## src/rtl/mini16_s2m_pkg.sv

```systemverilog
// Shared types and sizing helpers for the s2m collector and its sub-modules.
package mini16_s2m_pkg;

  typedef enum logic [1:0] {
    StIdle  = 2'd0,
    StReq   = 2'd1,
    StWait  = 2'd2,
    StWrite = 2'd3
  } coll_state_e;

  // Width of one FIFO word: address field above data field.
  function automatic int unsigned fifo_w(input int unsigned width_d,
                                         input int unsigned depth_v_f);
    return width_d + depth_v_f;
  endfunction

  // Bits needed to hold values 0..max_val, never less than one.
  function automatic int unsigned cnt_w(input int unsigned max_val);
    return (max_val < 2) ? 1 : $clog2(max_val + 1);
  endfunction

endpackage

```

## src/rtl/mini16_rr_ptr.sv

```systemverilog
// Wrapping round-robin PE pointer; steps by one on i_advance, CORES-1 wraps to 0.
module mini16_rr_ptr #(
  parameter int unsigned CORES     = 4,
  parameter int unsigned CORE_BITS = 2
) (
  input  logic                 i_clk,
  input  logic                 i_reset,
  input  logic                 i_advance,
  output logic [CORE_BITS-1:0] o_ptr
);

  localparam logic [CORE_BITS-1:0] LastCore = CORE_BITS'(CORES - 1);

  logic [CORE_BITS-1:0] r_ptr;
  logic [CORE_BITS-1:0] w_ptr_next;

  always_comb begin
    w_ptr_next = r_ptr;
    if (i_advance) begin
      w_ptr_next = (r_ptr == LastCore) ? '0 : r_ptr + CORE_BITS'(1);
    end
  end

  always_ff @(posedge i_clk) begin
    if (i_reset) begin
      r_ptr <= '0;
    end else begin
      r_ptr <= w_ptr_next;
    end
  end

  assign o_ptr = r_ptr;

endmodule

```

## src/rtl/mini16_s2m_collector.sv

```systemverilog
// Round-robin drain of per-PE s2m FIFOs into the master s2m RAM write port.
// Define MINI16_S2M_COLLECTOR_STATS_EN to build the xfer_count write counter.
module mini16_s2m_collector
  import mini16_s2m_pkg::*;
#(
  parameter int unsigned WIDTH_D   = 16,
  parameter int unsigned DEPTH_V_F = 16,
  parameter int unsigned CORES     = 4,
  parameter int unsigned CORE_BITS = 2,
  parameter int unsigned RD_LAT    = 2,
  parameter int unsigned BURST     = 4
) (
  input  logic                                   clk,
  input  logic                                   reset,
  input  logic                                   run,
  output logic [CORES-1:0]                       fifo_req_r,
  input  logic [CORES-1:0]                       fifo_valid,
  input  logic [CORES*(WIDTH_D+DEPTH_V_F)-1:0]   fifo_r_data,
  output logic                                   mem_we,
  output logic [CORE_BITS-1:0]                   mem_w_core,
  output logic [DEPTH_V_F-1:0]                   mem_w_addr,
  output logic [WIDTH_D-1:0]                     mem_w_data,
  output logic                                   busy,
  output logic [31:0]                            xfer_count
);

  localparam int unsigned FIFO_W  = fifo_w(WIDTH_D, DEPTH_V_F);
  localparam int unsigned WAIT_W  = cnt_w(RD_LAT);
  localparam int unsigned BURST_W = cnt_w(BURST - 1);

  localparam logic [WAIT_W-1:0]  WaitLast  = WAIT_W'(RD_LAT);
  localparam logic [BURST_W-1:0] BurstLast = BURST_W'(BURST - 1);

  coll_state_e r_state;
  coll_state_e w_state_next;

  logic [WAIT_W-1:0]    r_wait_cnt;
  logic [WAIT_W-1:0]    w_wait_next;
  logic [BURST_W-1:0]   r_burst_cnt;
  logic [BURST_W-1:0]   w_burst_next;
  logic [CORE_BITS-1:0] w_ptr;
  logic                 w_advance;
  logic                 w_capture;
  logic                 w_valid;
  logic [FIFO_W-1:0]    w_slice;

  logic [CORE_BITS-1:0] r_cap_core;
  logic [DEPTH_V_F-1:0] r_cap_addr;
  logic [WIDTH_D-1:0]   r_cap_data;

  mini16_rr_ptr #(
    .CORES     (CORES),
    .CORE_BITS (CORE_BITS)
  ) u_rr_ptr (
    .i_clk     (clk),
    .i_reset   (reset),
    .i_advance (w_advance),
    .o_ptr     (w_ptr)
  );

  // Only the polled PE's valid and slice are ever looked at.
  assign w_valid = fifo_valid[w_ptr];
  assign w_slice = fifo_r_data[w_ptr*FIFO_W +: FIFO_W];

  always_comb begin
    w_state_next = r_state;
    w_wait_next  = r_wait_cnt;
    w_burst_next = r_burst_cnt;
    w_advance    = 1'b0;
    w_capture    = 1'b0;
    unique case (r_state)
      StIdle: begin
        if (run) begin
          w_state_next = StReq;
        end
      end
      StReq: begin
        w_wait_next  = '0;
        w_state_next = StWait;
      end
      StWait: begin
        if (w_valid) begin
          w_capture    = 1'b1;
          w_state_next = StWrite;
        end else if (r_wait_cnt == WaitLast) begin
          // No word within the read latency: treat this PE as empty.
          w_advance    = 1'b1;
          w_burst_next = '0;
          w_state_next = run ? StReq : StIdle;
        end else begin
          w_wait_next = r_wait_cnt + WAIT_W'(1);
        end
      end
      StWrite: begin
        if ((r_burst_cnt == BurstLast) || !run) begin
          w_advance    = 1'b1;
          w_burst_next = '0;
        end else begin
          w_burst_next = r_burst_cnt + BURST_W'(1);
        end
        w_state_next = run ? StReq : StIdle;
      end
      default: begin
        w_state_next = StIdle;
      end
    endcase
  end

  always_ff @(posedge clk) begin
    if (reset) begin
      r_state     <= StIdle;
      r_wait_cnt  <= '0;
      r_burst_cnt <= '0;
      r_cap_core  <= '0;
      r_cap_addr  <= '0;
      r_cap_data  <= '0;
    end else begin
      r_state     <= w_state_next;
      r_wait_cnt  <= w_wait_next;
      r_burst_cnt <= w_burst_next;
      if (w_capture) begin
        r_cap_core <= w_ptr;
        r_cap_addr <= w_slice[FIFO_W-1 -: DEPTH_V_F];
        r_cap_data <= w_slice[WIDTH_D-1:0];
      end
    end
  end

  assign fifo_req_r = (r_state == StReq) ? (CORES'(1) << w_ptr) : '0;
  assign mem_we     = (r_state == StWrite);
  assign mem_w_core = r_cap_core;
  assign mem_w_addr = r_cap_addr;
  assign mem_w_data = r_cap_data;
  assign busy       = (r_state != StIdle);

`ifdef MINI16_S2M_COLLECTOR_STATS_EN
  logic [31:0] r_xfer_count;

  always_ff @(posedge clk) begin
    if (reset) begin
      r_xfer_count <= '0;
    end else if (mem_we) begin
      r_xfer_count <= r_xfer_count + 32'd1;
    end
  end

  assign xfer_count = r_xfer_count;
`else
  assign xfer_count = '0;
`endif

endmodule

```

## config.mk

```make
export PLATFORM = sky130hd
export DESIGN_NAME = mini16_s2m_collector
export DESIGN_NICKNAME = d
export VERILOG_FILES = /design/src/rtl/mini16_s2m_pkg.sv /design/src/rtl/mini16_rr_ptr.sv /design/src/rtl/mini16_s2m_collector.sv
export SDC_FILE = /design/constraint.sdc
export NUM_CORES = 1
export LEC_CHECK = 0
export CAP_MARGIN = 20
export CORE_MARGIN = 1
export CORE_UTILIZATION = 31
export DETAILED_ROUTE_END_ITERATION = 8
export GPL_TIMING_DRIVEN = 0
export PLACE_DENSITY = 0.77
export SYNTH_ARGS = -nofsm -noshare
export SYNTH_HDL_FRONTEND = slang
export SYNTH_SLANG_ARGS = --single-unit
```

## constraint.sdc

```tcl
create_clock -name clk -period 1.6 [get_ports clk]
set_input_delay 0.4 -clock clk [delete_from_list [all_inputs] [get_ports clk]]
set_output_delay 0.4 -clock clk [all_outputs]
set_load 0.005 [all_outputs]
```

==> out/results.tsv <==
metric	value	unit
status	complete, but fails checks	
violated checks	setup timing	
setup ws final	-214.4	ps
final wirelength	9968	um
number of global-route vias before repair	3091	
Comb pwr share	32.1	%
H-tree depth	2	
Final Max Slew Viols	0	
fin nets	671	
total power	2.798	mW
Avg Cell Area, Syn	9.548	sq um
drt pass-1 iters	4	
#FFs+latches synth	42	
leak pwr	2.231	nW
placed wire-length estimate	7117	um
final core occ	65.01	%
Final setup viols	46	
synth top area cells	dfxtp_1 (30%), mux4_2 (27%), nand2_1 (9.4%)	
initial antenna violation count	0	
Critical Path Sink Type	flop	
FMAX	0.5512	GHz
GPL Wtd Cong	0.8582	
die width	97	um
maxcap violations	0	
Worst path most repeated cell	buf_12	
Syn. warnings	0	
cells after synthesis	293	
Least-Margin Pin Slew	730.1	ps
Hold Path Class	reg -> reg	
DRT antenna net count	0	
Startpoint Class	flop	
Tcrit/Tclk final	113.4	%
max incr delay on CP	550	ps
Synth cell types	32	
largest net degree at the start of global routing	13	
internal power	2.118	mW
post-DR vias/cell	4.721	
Residual DRC	0	
CTS clk-pin slew, worst paths	80	ps
part of the power in the clock network	28.4	%
initial core utilization	32.08	%
Fin. Hold Viols	0	
clk buf depth	2	
site row count	34	
via count	3017	
Post-Route Skew	4.137	ps
number of fillers in the final layout	693	
die area	9409	sq um
Core Footprint	8721	sq um
fraction of registers with async set/reset	0	%
CTS Buf Count	5	
IO Count	207	
Root Driver	clkbuf_8	
EDFF count, synth	0	
VDD IR-drop max	0.2817	mV
gr ovfl total	0	
Slowest-stage cell, CP	mux4_2	
Worst Path Required	1750	ps
Final min period	1814	ps
Setup TNS Final	-7292	ps
Slew HR	51.32	%
CTS tree	yes	
ANT cells	0	
CP max FO	4	
Syn Std Cell Area	2798	sq um
Reg power frac	39.5	%
CTS Sinks	42	
WS Path Type	reg -> reg	
area leader, netlist	dfxtp_1	
area grow syn2layout	102.6	%
crit-path cells	buf_12, buf_12, mux4_2, buf_6, and2_4, buf_4, nand2_2, a21oi_2	
die height	97	um
drt wl/cell	15.60	um
port bufs	173	
sw power	679.7	uW
clk_lat worst skew	290	ps
commonest non-fill, non-tap cells in the layout	clkdlybuf4s50_1 (159), buf_4 (46), mux4_2 (33)	
Synth top area share	30.05	%
RSZ-0062 raised after global routing	true	
register area share after synthesis	30.05	%
Most used DFF post-synth	dfxtp_1	
Worst Path Arrival	1970	ps
number of DRC markers in iteration 0	57	
layout cells sized above 1	41.43	%
Setup WS pre-CTS	-587.3	ps
All-Layer GR Usage	20.25	%
switch share	24.29	%
Cell Pwr Density	493.5	nW/um^2
commonest non-fill, non-tap cell in the layout	clkdlybuf4s50_1	
first-pass GRT wire length	15210	um
-- metrics by stage --
step	std cells	area [sq um]	hold slack (ps)
final	639	5669	449.6
after global routing	639	5669	472.9
after CTS	636	5373	457.7
after detailed placement	605	4783	446.4
after global placement	605	4783	441.6
after floorplan	324	2917	446.3
-- registers in the layout, indices dropped and copies added (netlist names) --
register        flops
mem_w_data         16
mem_w_addr         16
mem_w_core          2
r_burst_cnt         2
r_wait_cnt          2
r_state             2
u_rr_ptr.o_ptr      2
-- critical path, delay by kind of cell, from the launching register on --
| kind | cells | cell delay [ps] |
|---|---|---|
| compound gates | 1 | 50 |
| buf+inv | 4 | 500 |
| flops | 1 | 360 |
| mux | 1 | 550 |
| simple gates | 2 | 210 |
-- metal layers --
layer	part of all wire, %	track usage [%]	routed length, um
met1	36	22.40	3631
met2	55	38.08	5519
met3	6.7	5.275	671
met4	1.5	5.052	146
met5	0	0	0
-- path summary, 6_finish.rpt --
| check | startpoint | slack, ps | depth (start not counted) | end |
|---|---|---|---|---|
| worst max register to register | u_rr_ptr.o_ptr[0]$_SDFFE_PP0P_ | -210 | 8 | mem_w_addr[0]$_SDFFE_PP0P_ |
| worst min register to register | mem_w_data[12]$_SDFFE_PP0P_ | 450 | 2 | mem_w_data[12]$_SDFFE_PP0P_ |
| worst min-delay path | mem_w_data[12]$_SDFFE_PP0P_ | 450 | 2 | mem_w_data[12]$_SDFFE_PP0P_ |
| worst max-delay path | u_rr_ptr.o_ptr[0]$_SDFFE_PP0P_ | -210 | 8 | mem_w_addr[0]$_SDFFE_PP0P_ |
-- what timing repair did --
item / CTS / global route
hold buffers: 0 / 0
pin swaps: 14 / 38
endpoints found under the setup margin: 47 / 50
buffers inserted: 19 / 2
resized for setup: 117 / 82
gates cloned: 5 / 2
-- layout make-up --
| class | count | area [sq um] | share of cell area [%] |
|---|---|---|---|
| multi-input combinational | 222 | 2022 | 35.67 |
| buffer | 53 | 475.5 | 8.387 |
| timing repair buffer | 199 | 2027 | 35.75 |
| inverter | 7 | 38.79 | 0.6842 |
| clock buffer | 8 | 110.1 | 1.942 |
| tap | 108 | 135.1 | 2.384 |
| sequential | 42 | 860.8 | 15.18 |
-- kinds of logic after synthesis --
| group | count (synthesis) | share of synthesized area, % |
|---|---|---|
| and+or+nand+nor | 93 | 14.13 |
| buffers and inverters | 61 | 14.80 |
| AOI/OAI and AO/OA | 55 | 10.91 |
| DFF | 42 | 30.05 |
| muxes | 35 | 27.28 |
| adders and majority gates | 6 | 2.683 |
| other | 1 | 0.1340 |
-- cell usage after synthesis, types with 3 or more instances --
cell type and number:
and2_1 6, ha_1 6, o21ai_0 7, nor2_1 5, nand2_1 70, buf_6 8
inv_1 7, nand2b_1 3, buf_2 4, dfxtp_1 42, mux4_2 33, a21oi_1 39
buf_4 32, clkbuf_1 8
-- power by group through the flow --
stage | sequential, mW | clock, mW | combinational (mW)
floorplan | 1.12 | 0 | 0.294
global placement | 1.12 | 0 | 0.722
detailed placement | 1.12 | 0 | 0.733
CTS | 1.10 | 0.822 | 0.838
global route | 1.11 | 0.880 | 0.958
finish | 1.10 | 0.795 | 0.899
Power figures use the tool's default switching activity.
